File: src/rtl/kanagawa_ram_read_stream.sv
// Read-side stream controller for a fixed-latency synchronous RAM read port.
// Define KANAGAWA_RAM_READ_STREAM_STATS_EN to add the stall_cycles / max_occupancy counters.
module kanagawa_ram_read_stream #(
    parameter int DATA_WIDTH   = 32,
    parameter int ADDR_WIDTH   = 9,
    parameter int READ_LATENCY = 2,
    parameter int FIFO_DEPTH   = 4
) (
    input  logic                        clk,
    input  logic                        rst,
    input  logic                        req_valid,
    output logic                        req_ready,
    input  logic [ADDR_WIDTH-1:0]       req_addr,
    output logic [ADDR_WIDTH-1:0]       ram_rdaddr,
    output logic                        ram_rden,
    input  logic [DATA_WIDTH-1:0]       ram_q,
    output logic                        out_valid,
    input  logic                        out_ready,
    output logic [DATA_WIDTH-1:0]       out_data,
`ifdef KANAGAWA_RAM_READ_STREAM_STATS_EN
    output logic [31:0]                 stall_cycles,
    output logic [$clog2(FIFO_DEPTH):0] max_occupancy,
`endif
    output logic                        idle
);
    localparam int PW = $clog2(FIFO_DEPTH);
    localparam int CW = PW + 1;
    localparam int SW = 8;

    logic [READ_LATENCY-1:0] sr_q, sr_d;
    logic [PW-1:0]           wp_q, wp_d, rp_q, rp_d;
    logic [CW-1:0]           cnt_q, cnt_d;
    logic [DATA_WIDTH-1:0]   mem_q [FIFO_DEPTH];
    logic [SW-1:0]           inflight, credit_used;
    logic                    issue, wr, deq;

    always_comb begin
        inflight = '0;
        for (int i = 0; i < READ_LATENCY; i++) inflight = inflight + SW'(sr_q[i]);
    end

    // Credit uses only registered state, so req_ready never depends on out_ready/req_valid.
    assign credit_used = inflight + SW'(cnt_q);
    assign req_ready   = credit_used < SW'(FIFO_DEPTH);
    assign issue       = req_valid && req_ready && !rst;
    assign ram_rden    = issue;
    assign ram_rdaddr  = req_addr;

    assign wr        = sr_q[READ_LATENCY-1];
    assign out_valid = (cnt_q != '0);
    assign deq       = out_valid && out_ready;
    assign out_data  = mem_q[rp_q];
    assign idle      = (sr_q == '0) && (cnt_q == '0);

    always_comb begin
        sr_d    = sr_q << 1;
        sr_d[0] = issue;
        wp_d    = wp_q + PW'(wr);
        rp_d    = rp_q + PW'(deq);
        cnt_d   = cnt_q + CW'(wr) - CW'(deq);
    end

    always_ff @(posedge clk or posedge rst) begin
        if (rst) begin
            sr_q  <= '0;
            wp_q  <= '0;
            rp_q  <= '0;
            cnt_q <= '0;
        end else begin
            sr_q  <= sr_d;
            wp_q  <= wp_d;
            rp_q  <= rp_d;
            cnt_q <= cnt_d;
        end
    end

    // Storage is deliberately unreset; only count/pointers define validity.
    always_ff @(posedge clk) begin
        if (wr) mem_q[wp_q] <= ram_q;
    end

    overflow_a: assert property (@(posedge clk) disable iff (rst)
        !(wr && cnt_q == CW'(FIFO_DEPTH)));

`ifdef KANAGAWA_RAM_READ_STREAM_STATS_EN
    logic [31:0]   stall_q, stall_d;
    logic [CW-1:0] maxocc_q, maxocc_d;

    always_comb begin
        stall_d  = stall_q;
        maxocc_d = maxocc_q;
        if (out_valid && !out_ready && stall_q != '1) stall_d = stall_q + 32'd1;
        if (cnt_q > maxocc_q) maxocc_d = cnt_q;
    end

    always_ff @(posedge clk or posedge rst) begin
        if (rst) begin
            stall_q  <= '0;
            maxocc_q <= '0;
        end else begin
            stall_q  <= stall_d;
            maxocc_q <= maxocc_d;
        end
    end

    assign stall_cycles  = stall_q;
    assign max_occupancy = maxocc_q;
`endif
endmodule

File: config.mk
export PLATFORM = sky130hd
export DESIGN_NAME = kanagawa_ram_read_stream
export DESIGN_NICKNAME = d
export VERILOG_FILES = /design/src/rtl/kanagawa_ram_read_stream.sv
export SDC_FILE = /design/constraint.sdc
export NUM_CORES = 1
export LEC_CHECK = 0
export CAP_MARGIN = 40
export CELL_PAD_IN_SITES_DETAIL_PLACEMENT = 1
export CELL_PAD_IN_SITES_GLOBAL_PLACEMENT = 1
export CORE_MARGIN = 2
export CORE_UTILIZATION = 35
export DETAILED_ROUTE_END_ITERATION = 8
export PLACE_DENSITY = 0.64
export RECOVER_POWER = 50
export SYNTH_ARGS = -nofsm -noshare
export SYNTH_HDL_FRONTEND = slang
export SYNTH_SLANG_ARGS = --single-unit
File: constraint.sdc
create_clock -name clk -period 3.2 [get_ports clk]
set_input_delay 0.32 -clock clk [delete_from_list [all_inputs] [get_ports clk]]
set_output_delay 0.32 -clock clk [all_outputs]
set_load 0.01 [all_outputs]
==> impl_metrics.toml <==
[clocking]
root_buffer = "clkbuf_16"
cts_buffers = 17
insertion_delay_ns = 0.41
ctsHoldBuffers = 0
h-tree-depth = 4
cts_setup_buffers = 0
ctsResizeCount = 0
clk_path_buf_depth = 2
cts_tree = "yes"
clkSinkCount = 137
clk_pin_slew_worst_paths_ns = 0.06

[outcome]
outcome = "finished clean"

[setup_path]
cpPeakStageDelay_ns = 0.58
cp_slowest_cell = "clkdlybuf4s50_1"
cp_top_family = "buffers and inverters"
path_max_fanout = 4
rrSetupSlack_ns = 1.27
cp.required_ns = 2.88
criticalPathCategory = "register to primary output"
cp_data_arrival_time_ns = 2.33
critPathBufInv = 1
cp-end-kind = "primary output"
crit_chain = "ha_1 -> a21oi_1 -> or3_1 -> a21oi_1 -> clkdlybuf4s50_1"
crit_path_frequent_cell = "a21oi_1"
worstSetupStartpointType = "register"

[sta]
max-slew-margin-rel = 0.5922
tightest_slew_ns = 0.6117
setup_violations = 0
drv_slew = 0
finalSetupTns_ns = 0
rsz0062_at_grt = "no"
period_needed_ns = 2.654
finalCritPeriodShare = 0.8295
finClkSkew_ns = 0.01031
hold_viol = 0
timing.fmax_mhz = 376.7

[yosys]
yosys_warnings = 0
async_flop_share = 0.06569
synth.largest_area_cell = "edfxtp_1"
synth_compound_area_frac = 0.003382
yosysTopAreaCellShare = 0.7420
synth_edf_count = 128
synth_area_leaders = "edfxtp_1, mux4_2, dfrtp_1"
avgSynthCellArea_um2 = 23.76
synth.most_common_cell = "edfxtp_1"
synthCells = 218
synthMuxAreaShare = 0.1440
synth_top_family_by_area = "multiplexers"
synth_cell_type_count = 24
ys_seq_area_frac = 0.7855
syn_nets = 268
synth_adder_area_share = 0.01353
synthFlopType = "edfxtp_1"
yosys.area_share.simple = 0.01425
ys_seq_elements = 137
synth_xor_area_frac = 0.006763
synth_common_cells = "edfxtp_1, mux4_2, buf_4, dfrtp_1, nand2_1"
synth_area_um2 = 5180

[global_route]
grt_usage = 0.1304
top_usage_layer = "met2"
use_met1 = 0.1748
grt_first_pass_wirelength_um = 14950
grt_max_degree = 29
first_global_vias = 2585
grt_overflow = 0
use_met3 = 0.05013
antenna_found_initial = 0
use_met2 = 0.1946

[placed_design]
gp_congestion = 0.6541
dp_cells = 465
dpl_cell_area_um2 = 6086
post-dp-hpwl_um = 5789
io_buffers = 71

[pwr]
ir_drop_mv = 0.3407
p_leak_nw = 2.177
power_density_nw_per_um2 = 837.2

[finish]
finalNonFillerCells = 494
layout-drive-gt1-share = 0.2032
utilization = 0.4531
design_area_um2 = 6560
n_antenna_cell = 0
area_growth_syn_to_layout_pct = 26.64
final_net_count = 350

[drt]
drt_iter0_drc = 141
via_per_inst = 4.751
wl_per_cell_um = 18.96
drcViolationCount = 0
vias = 2347
dr.pass1.iters = 4
drtAntennaViolNets = 0
routed_wl_um = 9364

[die]
io_pins = 90
die-area_um2 = 15790
initial_core_util = 0.3578
rows = 44
die_w_um = 125.7
die_h_um = 125.7
coreArea_um2 = 14480

[flow_run]
maxCapViolations = 0

[min_path]
hold_class = "input port to asynchronous set/reset pin"
## layout make-up
| cell class | instances | area [um2] |
|---|---|---|
| timing repair buffer | 80 | 803.3 |
| inverter | 3 | 11.26 |
| clock buffer | 22 | 444.2 |
| fill | 1343 | 7919 |
| tap | 184 | 230.2 |
| clock inverter | 7 | 31.28 |
| multi-input combinational | 61 | 968.4 |
| sequential | 137 | 4071 |
## metrics by stage
| step | hold WS [ns] | setup slack [ns] | power [mW] |
|---|---|---|---|
| after floorplan | 0.1561 | 0.9313 | 3.253 |
| after global placement | 0.4200 | 0.9437 | 3.919 |
| after detailed placement | 0.4109 | 0.9849 | 3.968 |
| after CTS | 0.1766 | 0.5206 | 5.593 |
| after global routing | 0.3386 | 0.3953 | 5.751 |
| final | 0.3177 | 0.5457 | 5.492 |
## sequential cells by signal (all words and copies together) (netlist names)
register and flops:
mem_q 128, rp_q 2, wp_q 2, cnt_q 3, sr_q 2
## cells in the final DEF (no fill, tap or decap), types with 5 or more instances in the layout
cell | netlist | final
buf_4 | 9 | 7
clkbuf_1 | 1 | 5
clkbuf_16 | 0 | 17
clkdlybuf4s50_1 | 0 | 38
dfrtp_1 | 9 | 7
dlygate4sd3_1 | 0 | 33
edfxtp_1 | 128 | 128
mux4_2 | 28 | 28
nand2_1 | 6 | 6
## worst paths after layout
kind / cells past startpoint / start / endpoint
worst max-delay path: 5 / cnt_q[0] / ram_rden
worst min-delay path: 2 / rst / sr_q[1]
worst max register to register: 7 / cnt_q[1] / cnt_q[1]
worst min register to register: 0 / sr_q[0] / sr_q[1]
max in group asynchronous: 2 / rst / rp_q[0]
min in group clk: 0 / sr_q[0] / sr_q[1]
## logic make-up (layout without fill, tap and decap cells)
kind of cell               Yosys count  count (layout)
AOI/OAI and AO/OA                    3               3
xor gates and xnor gates             4               4
adders and majority gates            5               5
buffers and inverters               20             112
DFF                                137             137
muxes                               33              33
and+or+nand+nor                     16              16
## metal layers
metal | up-vias | part of all wire
met2 | 61 | 0.49
met3 | 12 | 0.044
li1 | 1059 | -
met4 | 0 | 0.014
met5 | - | 0
met1 | 1215 | 0.45
## power by group
group          switching, mW  total (mW)  internal (mW)
clock                  0.647        1.61          0.959
sequential             0.111        2.26           2.15
combinational          0.695        1.62          0.927
No activity file was read; power rests on OpenSTA's default activity.
